<file path="config.mk">
export PLATFORM = sky130hd
export DESIGN_NAME = relm_ftoi_seq_flat
export DESIGN_NICKNAME = d
export VERILOG_FILES = /design/src/rtl/relm_ftoi_if.sv /design/src/rtl/relm_ftoi_seq.sv /design/src/flat_wrapper.sv
export SDC_FILE = /design/constraint.sdc
export NUM_CORES = 1
export LEC_CHECK = 0
export CAP_MARGIN = 20
export CORE_MARGIN = 4
export CORE_UTILIZATION = 45
export CTS_BUF_LIST = sky130_fd_sc_hd__clkbuf_4 sky130_fd_sc_hd__clkbuf_8 sky130_fd_sc_hd__clkbuf_16
export DETAILED_ROUTE_END_ITERATION = 8
export HOLD_SLACK_MARGIN = 0.06
export PLACE_DENSITY = 0.65
export SETUP_SLACK_MARGIN = 0.5
export SYNTH_ARGS = -nofsm -noshare
export SYNTH_HDL_FRONTEND = slang
export SYNTH_SLANG_ARGS = --single-unit
export TNS_END_PERCENT = 50
</file>
<file path="constraint.sdc">
create_clock -name clk -period 8.9 [get_ports clk]
set_clock_uncertainty 0.1 [all_clocks]
set_input_delay 0.89 -clock clk [delete_from_list [all_inputs] [get_ports clk]]
set_output_delay 0.89 -clock clk [all_outputs]
set_load 0.01 [all_outputs]
</file>
<file path="src/rtl/relm_ftoi_if.sv">
// relm_ftoi_if: valid/ready stream bundle between firmware master and float-to-int converter
interface relm_ftoi_if #(parameter int WD = 32);
  logic          in_valid;
  logic          in_ready;
  logic [WD-1:0] in_data;
  logic [1:0]    in_mode;
  logic          out_valid;
  logic          out_ready;
  logic [WD-1:0] out_data;
  logic [2:0]    out_flags;
  modport master (output in_valid, in_data, in_mode, out_ready, input in_ready, out_valid, out_data, out_flags);
  modport slave (input in_valid, in_data, in_mode, out_ready, output in_ready, out_valid, out_data, out_flags);
endinterface

</file>
<file path="src/rtl/relm_ftoi_seq.sv">
// relm_ftoi_seq: multi-cycle float32 to int32 converter using an iterative 16/4/1 right-shifter
module relm_ftoi_seq #(parameter int WD = 32) (
  input logic clk,
  input logic rst_n,
  relm_ftoi_if.slave bus
);
  localparam logic [1:0] IDLE = 2'd0, SHIFT = 2'd1, ROUND = 2'd2, DONE = 2'd3;
  logic [1:0]    state, mode;
  logic          s, st;
  logic [32:0]   x;
  logic [5:0]    r;
  logic [WD-1:0] data;
  logic [2:0]    flags;
  logic          sin, nan, spec, g, l, inc, lost;
  logic [7:0]    e;
  logic [22:0]   m;
  logic [8:0]    d9;
  logic [5:0]    k;
  logic [32:0]   xs;
  logic [31:0]   mag, res, sdata;
  logic [2:0]    sflags;
  // decode the incoming word, pick the shift step and form the rounded result
  always_comb begin
    sin = bus.in_data[31];
    e = bus.in_data[30:23];
    m = bus.in_data[22:0];
    nan = (e == 8'd255) && (m != 23'd0);
    spec = (e == 8'd0) || (e >= 8'd158);
    d9 = 9'd158 - {1'b0, e};
    sdata = (e == 8'd0 || nan) ? 32'd0 : sin ? 32'h8000_0000 : 32'h7FFF_FFFF;
    sflags = e == 8'd0 ? 3'b000 : nan ? 3'b100 : (sin && e == 8'd158 && m == 23'd0) ? 3'b000 : 3'b010;
    k = r >= 6'd16 ? 6'd16 : r >= 6'd4 ? 6'd4 : 6'd1;
    xs = r >= 6'd16 ? x >> 16 : r >= 6'd4 ? x >> 4 : x >> 1;
    lost = r >= 6'd16 ? |x[15:0] : r >= 6'd4 ? |x[3:0] : x[0];
    g = x[0];
    l = x[1];
    inc = mode == 2'd0 ? 1'b0 : mode == 2'd1 ? g & (st | l) : mode == 2'd2 ? s & (g | st) : ~s & (g | st);
    mag = x[32:1] + {31'd0, inc};
    res = s ? -mag : mag;
  end
  // converter FSM: accept/classify, shift down to integer, round, hold result
  always_ff @(posedge clk or negedge rst_n) begin
    if (!rst_n) begin
      state <= IDLE;
      mode <= 2'd0;
      s <= 1'b0;
      st <= 1'b0;
      x <= '0;
      r <= '0;
      data <= '0;
      flags <= '0;
    end else begin
      case (state)
        IDLE: if (bus.in_valid) begin
          s <= sin;
          mode <= bus.in_mode;
          if (spec) begin
            data <= sdata;
            flags <= sflags;
            state <= DONE;
          end else begin
            x <= {1'b1, m, 9'd0};
            st <= 1'b0;
            r <= d9 > 9'd33 ? 6'd33 : d9[5:0];
            state <= SHIFT;
          end
        end
        SHIFT: begin
          x <= xs;
          st <= st | lost;
          r <= r - k;
          if (r == k) state <= ROUND;
        end
        ROUND: begin
          data <= res;
          flags <= {2'b00, g | st};
          state <= DONE;
        end
        default: if (bus.out_ready) state <= IDLE;
      endcase
    end
  end
  assign bus.in_ready = state == IDLE;
  assign bus.out_valid = state == DONE;
  assign bus.out_data = data;
  assign bus.out_flags = flags;
endmodule

</file>
<file path="src/flat_wrapper.sv">
// flat-port wrapper written by rule: the top's interface ports become plain ports
module relm_ftoi_seq_flat 
#(parameter int WD = 32)
  (clk, rst_n, bus_in_valid, bus_in_data, bus_in_mode, bus_out_ready, bus_in_ready, bus_out_valid, bus_out_data, bus_out_flags);
  relm_ftoi_if #(.WD(WD)) bus_i ();
  input logic clk;
  input logic rst_n;
  input wire logic [$bits(bus_i.in_valid)-1:0] bus_in_valid;
  input wire logic [$bits(bus_i.in_data)-1:0] bus_in_data;
  input wire logic [$bits(bus_i.in_mode)-1:0] bus_in_mode;
  input wire logic [$bits(bus_i.out_ready)-1:0] bus_out_ready;
  output wire logic [$bits(bus_i.in_ready)-1:0] bus_in_ready;
  output wire logic [$bits(bus_i.out_valid)-1:0] bus_out_valid;
  output wire logic [$bits(bus_i.out_data)-1:0] bus_out_data;
  output wire logic [$bits(bus_i.out_flags)-1:0] bus_out_flags;
  assign bus_i.in_valid = bus_in_valid;
  assign bus_i.in_data = bus_in_data;
  assign bus_i.in_mode = bus_in_mode;
  assign bus_i.out_ready = bus_out_ready;
  assign bus_in_ready = bus_i.in_ready;
  assign bus_out_valid = bus_i.out_valid;
  assign bus_out_data = bus_i.out_data;
  assign bus_out_flags = bus_i.out_flags;
  relm_ftoi_seq #(.WD(WD)) u_core (.clk(clk), .rst_n(rst_n), .bus(bus_i));
endmodule
</file>
# After elaboration in Yosys (flattened, before gate mapping)
# Cells that the tools add are included.
classes:
  n_reduce_logical: 19
  add_sub_neg: 4
  muxes: 36
  magnitude_cmp: 4
  bitwise_logic: 7
  n_eq_ne: 12
op_table:
  columns: ["operator", "count"]
  rows:
  - ["$mux 32", 6]
  - ["$mux 33", 3]
  - ["$pmux 33 s2", 1]
  - ["$pmux 32 s2", 1]
  - ["$add 32x1->32", 1]
  - ["$neg 32->32", 1]
  - ["$mux 6", 4]
  - ["$logic_not 23->1", 1]
  - ["$reduce_bool 23->1", 1]
  - ["$eq 8x8->1 const B", 2]
  - ["$reduce_or 16->1", 1]
  - ["$mux 3", 5]
  - ["$pmux 6 s2", 1]
  - ["$mux 2", 5]
  - ["$gt 9x6->1 const B", 1]
  - ["$reduce_and 3->1", 3]
  - ["$sub 8x8->9 const A", 1]
  - ["$ge 8x8->1 const B", 1]
  - ["$logic_not 8->1", 1]
  - ["$mux 1", 7]
  - ["$eq 2x2->1 const B", 3]
  - ["$eq 6x6->1", 1]
  - ["$ge 6x3->1 const B", 1]
  - ["$ge 6x5->1 const B", 1]
  - ["17 further kinds", 29]
word_totals:
  word_cells: 90
  in_bits: 38
  register_bits: 80
  out_inout_bits: 37

# Depth between registers and ports, before layout
# Gate-level depths: netlist (run 1).
depth:
  ltp_word: 9
  ltp_mapped: 17
  ltp_nobuf: 14

# Least setup slack after synthesis (run 1)
# Ideal clock, no wire load.
synth_path:
  kind: "reg2reg"
  from: "register u_core.s"
  to: "register u_core.data[26], in the netlist u_core.bus.out_data[26]"
  setup_slack_ns: 4.889
  setup_ns: 0.094
  n_path_buf: 4
  t_arrival_ns: 3.817
  synth_period_minus_slack_ns: 4.011
  required_time_ns: 8.706
  stages_incl_launch_ff: 17
  path_cell_list: "dfrtp_1 > buf_2 > buf_1 > a21oi_1 > nor3_1 > ha_1 > ha_1 > buf_2 > nand4_2 > nor3_1 > xnor2_1 > nand4_1 > or4_1 > buf_2 > o41ai_4 > xnor2_1 > a221oi_2"
synth_between:
  elab_chain_len: 9
  word_cells_on_any_way: 10
  classes_between: "add/sub: 2; mux: 5; bitwise: 3"
synth_rtl:
  columns: ["element", "line", "source"]
  rows:
  - ["start: declaration", "relm_ftoi_seq.sv:9", "logic s, st;"]
  - ["start signal: assignment", "relm_ftoi_seq.sv:55", "s <= sin;"]
  - ["$not 1->1", "relm_ftoi_seq.sv:37", "inc = mode == 2'd0 ? 1'b0 : mode == 2'd1 ? g & (st | l) : mode == 2'd2 ? s & (g | st) : ~s & (g | st);"]
  - ["$and 1x1->1", "relm_ftoi_seq.sv:37", null]
  - ["$mux 1 (3 in series)", "relm_ftoi_seq.sv:37", null]
  - ["$add 32x1->32", "relm_ftoi_seq.sv:38", "mag = x[32:1] + {31'd0, inc};"]
  - ["$neg 32->32", "relm_ftoi_seq.sv:39", "res = s ? -mag : mag;"]
  - ["$mux 32 *", "relm_ftoi_seq.sv:39", null]
  - ["$pmux 32 s2 *", "relm_ftoi_seq.sv:53", "case (state)"]
  - ["end signal: assignment", "relm_ftoi_seq.sv:58", "data <= sdata;"]
  - ["end signal: assignment", "relm_ftoi_seq.sv:75", "data <= res;"]
  - ["end: declaration", "relm_ftoi_seq.sv:12", "logic [WD-1:0] data;"]
# Every way passes the cells marked *; elsewhere a longest branch is shown, timed or not.
# A chain may end at the register's enable or synchronous reset.

# Worst setup path in the final report (run 1)
layout_path:
  from: "input bus_in_data[23]"
  to: "register u_core.x[26]"
layout_between:
  elab_chain_len: 4
  word_cells_on_any_way: 5
  classes_between: "order compare: 1; eq/ne: 1; reduce/logical: 3"
layout_rtl:
  columns: ["element", "line", "source"]
  rows:
  - ["start: declaration", "flat_wrapper.sv:9", "input wire logic [$bits(bus_i.in_data)-1:0] bus_in_data;"]
  - ["$ge 8x8->1 or $logic_not 8->1 (tied branches)", "relm_ftoi_seq.sv:28", "spec = (e == 8'd0) || (e >= 8'd158);"]
  - ["$logic_or 1x1->1 *", "relm_ftoi_seq.sv:28", null]
  - ["$ne 2x2->1 (no line) *", null, null]
  - ["$reduce_and 3->1 (no line) *", null, null]
  - ["end signal: assignment", "relm_ftoi_seq.sv:62", "x <= {1'b1, m, 9'd0};"]
  - ["end signal: assignment", "relm_ftoi_seq.sv:69", "x <= xs;"]
  - ["end: declaration", "relm_ftoi_seq.sv:10", "logic [32:0] x;"]
# Marked as above.

==> impl_results.html, run 1 <==
<table>
<tr><th>Metric</th><th>Value</th></tr>
<tr><th colspan="2">Run status</th></tr>
<tr><td>Result of the run</td><td>completed</td></tr>
<tr><th colspan="2">Detailed routing</th></tr>
<tr><td>DR vias</td><td>just over 6000</td></tr>
<tr><td>Number of design-rule violations left by the first detailed-router iteration</td><td>between 400 and 500</td></tr>
<tr><td>Per-cell routed wire length</td><td>about 18 um</td></tr>
<tr><td>Via/cell ratio</td><td>6.05</td></tr>
<tr><td>Remaining number of nets flagged by the antenna check after routing</td><td>0</td></tr>
<tr><td>Total detailed-routing wirelength</td><td>approximately 18000 um</td></tr>
<tr><td>Number of iterations in the first detailed-routing pass</td><td>5</td></tr>
<tr><td>Total DRC errors in the routed layout</td><td>0</td></tr>
<tr><th colspan="2">Floorplan</th></tr>
<tr><td>Number of placement rows</td><td>43</td></tr>
<tr><td>Starting density of the core</td><td>about 46%</td></tr>
<tr><td>Die span in y</td><td>between 100 and 150 um</td></tr>
<tr><td>I/O pin total</td><td>75</td></tr>
<tr><td>Die W</td><td>127 um</td></tr>
<tr><td>Floorplan core area</td><td>13900 um2</td></tr>
<tr><td>Total die area</td><td>roughly 16000 um2</td></tr>
<tr><th colspan="2">Clock network</th></tr>
<tr><td>Clock-pin slew on the worst setup and hold paths</td><td>0.06 ns</td></tr>
<tr><td>Number of buffers created by CTS</td><td>9</td></tr>
<tr><td>Buffer count from post-CTS setup fixing</td><td>0</td></tr>
<tr><td>Later-pin clock latency in the skew report</td><td>0.35 ns</td></tr>
<tr><td>CTS Buffer Depth</td><td>2</td></tr>
<tr><td>Clock sink count</td><td>80</td></tr>
<tr><td>Number of buffers inserted by hold repair at cts</td><td>0</td></tr>
<tr><td>TritonCTS clock tree</td><td>yes</td></tr>
<tr><td>Depth of the CTS H-tree</td><td>3</td></tr>
<tr><td>Clock root buffer master</td><td>sky130_fd_sc_hd__clkbuf_16</td></tr>
<tr><td>Number of instances resized during post-cts repair</td><td>0</td></tr>
<tr><th colspan="2">Critical path</th></tr>
<tr><td>Startpoint of the worst setup timing path</td><td>bus_in_data[23]</td></tr>
<tr><td>CP arrival</td><td>~4.6 ns</td></tr>
<tr><td>Worst path required time</td><td>~9.0 ns</td></tr>
<tr><td>Crit path launch type</td><td>primary input</td></tr>
<tr><td>Kind of end point of the critical path</td><td>register</td></tr>
<tr><td>Category of the most critical setup path</td><td>in2reg</td></tr>
<tr><td>CP max FO</td><td>67</td></tr>
<tr><td>Startpoint of the worst-slack reg-to-reg timing path</td><td>u_core.x[1]$_DFFE_PN0P_</td></tr>
<tr><th colspan="2">Synthesis</th></tr>
<tr><td>Number of synthesized register bits</td><td>80</td></tr>
<tr><td>Most frequently used flop master after synthesis</td><td>sky130_fd_sc_hd__dfrtp_1</td></tr>
<tr><td>Synth cell types</td><td>between 70 and 80</td></tr>
<tr><td>Count of synthesis-stage warnings from yosys</td><td>0</td></tr>
<tr><td>Most frequent cell after synthesis</td><td>sky130_fd_sc_hd__nor2_1</td></tr>
<tr><td>Synth area leader</td><td>sky130_fd_sc_hd__dfrtp_1</td></tr>
<tr><td>Synthesized net count</td><td>847</td></tr>
<tr><td>Post-synth EDFFs</td><td>0</td></tr>
<tr><td>Average cell area after synthesis</td><td>a little over 8 um2</td></tr>
<tr><td>Yosys top cell area share</td><td>between 30% and 40%</td></tr>
<tr><td>Synthesized netlist cell count</td><td>slightly below 800</td></tr>
<tr><td>Post-synthesis instance area</td><td>between 6000 and 7000 um2</td></tr>
<tr><td>Top cells by count, synth</td><td>sky130_fd_sc_hd__nor2_1, sky130_fd_sc_hd__dfrtp_1, sky130_fd_sc_hd__nand2_1, sky130_fd_sc_hd__o21ai_0, sky130_fd_sc_hd__a21oi_1</td></tr>
<tr><td>Most area-consuming cells after synthesis</td><td>sky130_fd_sc_hd__dfrtp_1, sky130_fd_sc_hd__nor2_1, sky130_fd_sc_hd__mux2i_1</td></tr>
<tr><td>Register area share after synthesis</td><td>31.3%</td></tr>
<tr><td>Proportion of synthesized flip-flops having asynchronous set or reset</td><td>100%</td></tr>
<tr><th colspan="2">Finish</th></tr>
<tr><td>Area of all sequential standard cells</td><td>2000 um2</td></tr>
<tr><td>Diode insertion count for antenna repair</td><td>0</td></tr>
<tr><td>Fraction of layout instances using a drive strength above 1</td><td>around 7.3%</td></tr>
<tr><td>Number of inserted filler cells in the final layout</td><td>roughly 1300</td></tr>
<tr><td>Multi-input logic area</td><td>between 4000 and 5000 um2</td></tr>
<tr><td>Synth-to-layout area growth</td><td>17.0%</td></tr>
<tr><td>Net total in the final layout</td><td>873</td></tr>
<tr><th colspan="2">Power and ir drop</th></tr>
<tr><td>VDD IR-drop max</td><td>0.155 mV</td></tr>
<tr><td>Leakage power summed over all cells</td><td>2.98 nW</td></tr>
<tr><td>P per Cell Area</td><td>between 300 and 400 nW/um2</td></tr>
<tr><td>Power Total</td><td>between 0.002 and 0.003 W</td></tr>
<tr><th colspan="2">Place</th></tr>
<tr><td>Post-Place Worst Slack</td><td>3.63 ns</td></tr>
<tr><td>Final estimated routing congestion in global placement</td><td>about 0.89</td></tr>
<tr><td>Count of input and output buffers</td><td>74</td></tr>
<tr><td>Half-perimeter wire length after placement</td><td>around 13000 um</td></tr>
<tr><th colspan="2">GRT</th></tr>
<tr><td>Total track usage</td><td>22.0%</td></tr>
<tr><td>Global-route wire length before repair</td><td>a little under 30000 um</td></tr>
<tr><td>Pin count of the biggest net entering global routing</td><td>81</td></tr>
<tr><td>Number of antenna violations at the first check in global routing</td><td>0</td></tr>
<tr><td>Remaining global-route overflow</td><td>0</td></tr>
<tr><td>Number of global-route vias before repair</td><td>about 5900</td></tr>
<tr><th colspan="2">STA</th></tr>
<tr><td>Transition at the pin with the smallest max-transition slack</td><td>1.06 ns</td></tr>
<tr><td>Final count of hold timing violations</td><td>0</td></tr>
<tr><td>Unrepaired setup endpoints after global routing</td><td>no</td></tr>
<tr><td>Minimum clock period</td><td>around 4.5 ns</td></tr>
<tr><td>Setup TNS</td><td>0 ns</td></tr>
<tr><td>Setup violators final</td><td>0</td></tr>
<tr><td>Total count of max-transition violations in the final report</td><td>0</td></tr>
<tr><td>Max-slew headroom</td><td>28.7%</td></tr>
<tr><td>Post-route setup slack</td><td>~4.4 ns</td></tr>
<tr><td>Final worst path period share</td><td>50.0%</td></tr>
<tr><td>Peak clock frequency supported by timing</td><td>between 200 and 250 MHz</td></tr>
<tr><th colspan="2">Job</th></tr>
<tr><td>Max-Cap Viols</td><td>0</td></tr>
<tr><th colspan="2">Min path</th></tr>
<tr><td>Tightest Hold Check Type</td><td>in2async</td></tr>
</table>
sequential cells by signal, indices dropped and copies added (netlist names):
name,cells
u_core.x,33
u_core.bus.out_data,32
u_core.r,6
u_core.bus.out_flags,3
u_core.mode,2
u_core.state,2
u_core.s,1
u_core.st,1
through the flow:
stage | area, um2 | util [%] | hold slack (ns) | std cells
final | 7500 | 53.8 | 0.382 | 1004
after global routing | 7500 | 53.8 | 0.416 | 1004
after CTS | 7440 | 53.4 | 0.384 | 1001
after detailed placement | 7140 | 51.2 | 0.372 | 985
after global placement | 7140 | 51.2 | 0.368 | 985
after floorplan | 6410 | - | 0.350 | 793
kinds of logic after synthesis:
logic type,synth area share [%]
compound gates,21.9
fa+ha+maj,3.12
simple gates,23.7
flops,31.3
mux,6.00
buf+inv,5.98
xor+xnor,8.07
routing by layer:
layer / vias to the layer above / share of wire, % / track usage [%]
met2: 244 / 45 / 34.2
met4: 0 / 2.7 / 9.59
met1: 2873 / 46 / 30.4
li1: 2922 / - / -
met3: 40 / 6.2 / 3.43
met5: - / 0 / 0
final cells by class:
class	count	share of cell area, %
clock inverter	5	0.751
clock buffer	11	3.29
inverter	16	0.801
sequential	80	26.7
tap	180	3.00
timing repair buffer	85	11.4
multi-input combinational	627	54.1
power by group:
group,internal [W],switching (W)
Sequential,0.000527,0.000262
Clock,0.000227,0.000148
Combinational,0.000704,0.000892
Total,0.00146,0.00130
path summary, 6_finish.rpt:
path	to	slack [ns]	cells past startpoint
worst min register to register	u_core.r[0]$_DFFE_PN0P_	0.39	1
worst max register to register	u_core.bus.out_data[26]$_DFFE_PN0P_	4.53	13
worst max-delay path	u_core.x[26]$_DFFE_PN0P_	4.45	10
min in group clk	u_core.r[0]$_DFFE_PN0P_	0.39	1
max in group asynchronous	u_core.x[7]$_DFFE_PN0P_	7.74	2
worst min-delay path	u_core.state[1]$_DFFE_PN0P_	0.38	1
placed cells by master (no fill, tap or decap), types with 16 or more instances in the layout:
master / count
sky130_fd_sc_hd__a21oi_1: 47
sky130_fd_sc_hd__clkdlybuf4s50_1: 73
sky130_fd_sc_hd__dfrtp_1: 80
sky130_fd_sc_hd__ha_1: 16
sky130_fd_sc_hd__inv_1: 16
sky130_fd_sc_hd__mux2i_1: 35
sky130_fd_sc_hd__nand2_1: 74
sky130_fd_sc_hd__nand3_1: 31
sky130_fd_sc_hd__nor2_1: 95
sky130_fd_sc_hd__nor3_1: 24
sky130_fd_sc_hd__o21ai_0: 66
sky130_fd_sc_hd__xnor2_1: 38
sky130_fd_sc_hd__xor2_1: 21
critical path: stages:
cell,delay (ns)
sky130_fd_sc_hd__clkdlybuf4s50_1,0.53
sky130_fd_sc_hd__inv_1,0.15
sky130_fd_sc_hd__ha_1,0.16
sky130_fd_sc_hd__or4b_2,0.58
sky130_fd_sc_hd__nor4_1,0.70
sky130_fd_sc_hd__a21o_1,0.29
sky130_fd_sc_hd__a2bb2oi_4,0.15
sky130_fd_sc_hd__buf_4,0.50
sky130_fd_sc_hd__nand3b_1,0.41
sky130_fd_sc_hd__o21ai_0,0.18
Note: power is estimated with default switching activity, not from simulation.
==> run 2, diff against run 1 <==
clock period = 4.25 ns   (was 8.9 ns; I/O delays follow)
==> run 2 against run 1 <==
  * Total power up 120%
  * Highest routed layer unchanged
  * Worst setup slack worse by 3.8 ns
  * Sequential share of layout area decreased by 1.1 points
==> impl_results.html, run 2 (synthesis results as in run 1) <==
<table>
<tr><th>Metric</th><th>Value</th></tr>
<tr><th colspan="2">STA</th></tr>
<tr><td>Max-slew headroom</td><td>54.8% (+26 points)</td></tr>
<tr><td>Peak clock frequency supported by timing</td><td>276 MHz</td></tr>
<tr><td>Total count of max-transition violations in the final report</td><td>0 (unchanged)</td></tr>
<tr><td>Setup violators final</td><td>0 (unchanged)</td></tr>
<tr><td>Transition at the pin with the smallest max-transition slack</td><td>0.678 ns (-0.383 ns)</td></tr>
<tr><td>Setup TNS</td><td>0 ns (unchanged)</td></tr>
<tr><td>Unrepaired setup endpoints after global routing</td><td>yes</td></tr>
<tr><td>Final count of hold timing violations</td><td>0 (unchanged)</td></tr>
<tr><td>Final worst path period share</td><td>85.2%</td></tr>
<tr><td>Minimum clock period</td><td>about 3.6 ns</td></tr>
<tr><th colspan="2">Detailed routing</th></tr>
<tr><td>DR vias</td><td>6144 (+1.1%)</td></tr>
<tr><td>Total DRC errors in the routed layout</td><td>0 (unchanged)</td></tr>
<tr><td>Routed metal-1 wire length</td><td>8500 um (+3.6%)</td></tr>
<tr><td>Via/cell ratio</td><td>6.01 (-0.71%)</td></tr>
<tr><td>Detail Route met3 WL</td><td>1000 um (-8.9%)</td></tr>
<tr><td>Remaining number of nets flagged by the antenna check after routing</td><td>0 (unchanged)</td></tr>
<tr><td>Number of iterations in the first detailed-routing pass</td><td>5 (unchanged)</td></tr>
<tr><td>Number of design-rule violations left by the first detailed-router iteration</td><td>533 (+12%)</td></tr>
<tr><td>Per-cell routed wire length</td><td>18.0 um (+1.6%)</td></tr>
<tr><td>Top routing layer in use</td><td>met4</td></tr>
<tr><td>Routed met2 length</td><td>8180 um (+2.8%)</td></tr>
<tr><td>Total detailed-routing wirelength</td><td>18300 um (+3.4%)</td></tr>
<tr><th colspan="2">Finish</th></tr>
<tr><td>Area of all sequential standard cells</td><td>2000 um2 (unchanged)</td></tr>
<tr><td>Largest reg by FF count</td><td>u_core.x</td></tr>
<tr><td>Final Instance Count excl. Fillers</td><td>1022 (+1.8%)</td></tr>
<tr><td>Flip-flop count of the largest register after layout</td><td>33 (unchanged)</td></tr>
<tr><td>Synth-to-layout area growth</td><td>22.2%</td></tr>
<tr><td>Diode insertion count for antenna repair</td><td>0 (unchanged)</td></tr>
<tr><td>Number of inserted filler cells in the final layout</td><td>1265 (-5.8%)</td></tr>
<tr><td>Multi-input logic area</td><td>4180 um2 (+3.1%)</td></tr>
<tr><td>Most frequent cells in the layout</td><td>sky130_fd_sc_hd__nor2_1, sky130_fd_sc_hd__dfrtp_1, sky130_fd_sc_hd__nand2_1</td></tr>
<tr><td>Net total in the final layout</td><td>891 (+2.1%)</td></tr>
<tr><td>Most frequent standard cell in the layout excluding fill and tap cells</td><td>sky130_fd_sc_hd__nor2_1</td></tr>
<tr><td>Fraction of layout instances using a drive strength above 1</td><td>11.2% (+3.9 points)</td></tr>
<tr><th colspan="2">Critical path</th></tr>
<tr><td>Startpoint of the worst setup timing path</td><td>u_core.x[1]$_DFFE_PN0P_</td></tr>
<tr><td>Crit path launch type</td><td>register</td></tr>
<tr><td>CP max FO</td><td>7 (-90%)</td></tr>
<tr><td>Worst reg2reg path depth</td><td>14 (+1)</td></tr>
<tr><td>Critical path buffers and inverters</td><td>1 (-2)</td></tr>
<tr><td>Cell with the largest stage delay on the worst path</td><td>sky130_fd_sc_hd__or4_4</td></tr>
<tr><td>Startpoint of the worst-slack reg-to-reg timing path</td><td>u_core.x[1]$_DFFE_PN0P_</td></tr>
<tr><td>Largest stage delay, worst path</td><td>0.62 ns (-0.08 ns)</td></tr>
<tr><td>Category of the most critical setup path</td><td>reg2reg</td></tr>
<tr><td>Kind of end point of the critical path</td><td>register</td></tr>
<tr><td>Top cell family by delay on the critical path</td><td>simple AND/OR/NAND/NOR gates</td></tr>
<tr><td>R2R Path End</td><td>u_core.bus.out_data[26]$_DFFE_PN0P_</td></tr>
<tr><td>Worst path required time</td><td>4.41 ns (-4.60 ns)</td></tr>
<tr><td>Ordered cell list for the critical path</td><td>o21a_1 -&gt; nor2_1 -&gt; nor3_2 -&gt; ha_2 -&gt; ha_4 -&gt; nand4_4 -&gt; buf_6 -&gt; nor3_4 -&gt; xnor2_1 -&gt; nand4_1 -&gt; or4_4 -&gt; o41ai_4 -&gt; xnor2_1 -&gt; a221oi_2</td></tr>
<tr><td>Cell repeated most along the worst path</td><td>sky130_fd_sc_hd__xnor2_1</td></tr>
<tr><td>FF-to-FF setup slack</td><td>0.63 ns (-3.90 ns)</td></tr>
<tr><td>CP arrival</td><td>3.78 ns (-0.78 ns)</td></tr>
<tr><th colspan="2">Min path</th></tr>
<tr><td>Tightest Hold Check Type</td><td>reg2reg</td></tr>
<tr><td>Min-Delay Path Depth</td><td>2</td></tr>
<tr><td>Beginning of the worst hold path</td><td>u_core.bus.out_flags[0]$_DFFE_PN0P_</td></tr>
<tr><td>Endpoint with the worst hold slack</td><td>u_core.bus.out_flags[0]$_DFFE_PN0P_</td></tr>
<tr><th colspan="2">Place</th></tr>
<tr><td>Count of input and output buffers</td><td>74 (unchanged)</td></tr>
<tr><td>Placed Instances</td><td>992 (+0.71%)</td></tr>
<tr><td>Final estimated routing congestion in global placement</td><td>0.910 (+1.7%)</td></tr>
<tr><td>Half-perimeter wire length after placement</td><td>13100 um (+2.0%)</td></tr>
<tr><th colspan="2">GRT</th></tr>
<tr><td>Pin count of the biggest net entering global routing</td><td>81 (unchanged)</td></tr>
<tr><td>Number of antenna violations at the first check in global routing</td><td>0 (unchanged)</td></tr>
<tr><td>Number of global-route vias before repair</td><td>5888 (+0.085%)</td></tr>
<tr><td>Total track usage</td><td>22.8% (+0.79 points)</td></tr>
<tr><td>Global-route wire length before repair</td><td>30000 um (+3.0%)</td></tr>
<tr><td>Remaining global-route overflow</td><td>0 (unchanged)</td></tr>
<tr><th colspan="2">Floorplan</th></tr>
<tr><td>Starting density of the core</td><td>46.0% (unchanged)</td></tr>
<tr><td>Die span in y</td><td>127 um (unchanged)</td></tr>
<tr><td>I/O pin total</td><td>75 (unchanged)</td></tr>
<tr><td>Number of placement rows</td><td>43 (unchanged)</td></tr>
<tr><td>Total die area</td><td>16200 um2 (unchanged)</td></tr>
<tr><td>Die W</td><td>127 um (unchanged)</td></tr>
<tr><td>Floorplan core area</td><td>13900 um2 (unchanged)</td></tr>
<tr><th colspan="2">Run status</th></tr>
<tr><td>Result of the run</td><td>completed</td></tr>
<tr><th colspan="2">Clock network</th></tr>
<tr><td>Clock root buffer master</td><td>sky130_fd_sc_hd__clkbuf_16</td></tr>
<tr><td>CTS Buffer Depth</td><td>2 (unchanged)</td></tr>
<tr><td>Number of buffers created by CTS</td><td>9 (unchanged)</td></tr>
<tr><td>TritonCTS clock tree</td><td>yes</td></tr>
<tr><td>Clock sink count</td><td>80 (unchanged)</td></tr>
<tr><td>Clock-pin slew on the worst setup and hold paths</td><td>0.06 ns (about the same)</td></tr>
<tr><td>Later-pin clock latency in the skew report</td><td>0.35 ns (about the same)</td></tr>
<tr><td>Depth of the CTS H-tree</td><td>3 (unchanged)</td></tr>
<tr><th colspan="2">Power and ir drop</th></tr>
<tr><td>P per Cell Area</td><td>771 nW/um2 (+110%)</td></tr>
<tr><td>Leakage power summed over all cells</td><td>3.16 nW (+6.2%)</td></tr>
<tr><td>VDD IR-drop max</td><td>0.256 mV (+65%)</td></tr>
<tr><th colspan="2">Job</th></tr>
<tr><td>Max-Cap Viols</td><td>0 (unchanged)</td></tr>
</table>
run 2: repair_timing:
item | in CTS | in global routing
pin swaps | 3 | 10
setup buffers | 2 | 9
setup endpoints to repair | 10 | 12
resized for setup | 7 | 11
hold buffers | 0 | 1
endpoints found under the hold margin | 0 | 28
run 2: cell type report:
cell class / count / share of cell area (%)
well taps: 180 / 2.88
clock buffers: 10 / 3.05
flip-flops and latches: 80 / 25.6
repair buffers: 103 / 12.9
clock inverters: 6 / 1.49
multi-input cells: 627 / 53.3
inverters: 16 / 0.767
run 2: where the power goes:
part	total, W	switching [W]	internal, W
clock network	0.000919	0.000326	0.000593
registers	0.00167	0.000563	0.00110
logic	0.00346	0.00191	0.00155
run 2: how the worst max path moves through the flow:
stage / depth (start not counted) / endpoint / slack (ns)
2_1_floorplan: 17 / u_core.bus.out_data[26]$_DFFE_PN0P_ / 0.52
3_3_place_gp: 13 / u_core.bus.out_data[26]$_DFFE_PN0P_ / 0.37
3_5_place_dp: 13 / u_core.bus.out_data[26]$_DFFE_PN0P_ / 0.26
4_1_cts: 13 / u_core.bus.out_data[26]$_DFFE_PN0P_ / 0.51
5_1_grt: 14 / u_core.bus.out_data[26]$_DFFE_PN0P_ / 0.42
6_report: 14 / u_core.bus.out_data[26]$_DFFE_PN0P_ / 0.63
run 2: per-stage QoR:
stage	area [um2]	total power [W]	hold WS, ns	worst slack (ns)	utilization (%)
final	7830	0.00604	0.378	0.629	56.2
after CTS	7640	0.00597	0.199	0.511	54.9
after global placement	7240	0.00493	0.363	0.365	51.9
after detailed placement	7240	0.00502	0.369	0.260	51.9
after global routing	7830	0.00653	0.386	0.420	56.2
after floorplan	6440	0.00396	0.0294	0.522	-
run 2: worst min-delay path, stage by stage (launching register included):
cell	delay, ns
sky130_fd_sc_hd__dfrtp_1	0.34
sky130_fd_sc_hd__nand2_1	0.05
sky130_fd_sc_hd__o21ai_0	0.06
run 2: layer usage:
metal  GRT usage, %  up-vias
met5              0        -
met4           10.0        0
met3           4.18       42
met2           34.6      223
met1           31.7     2915
li1               -     2964
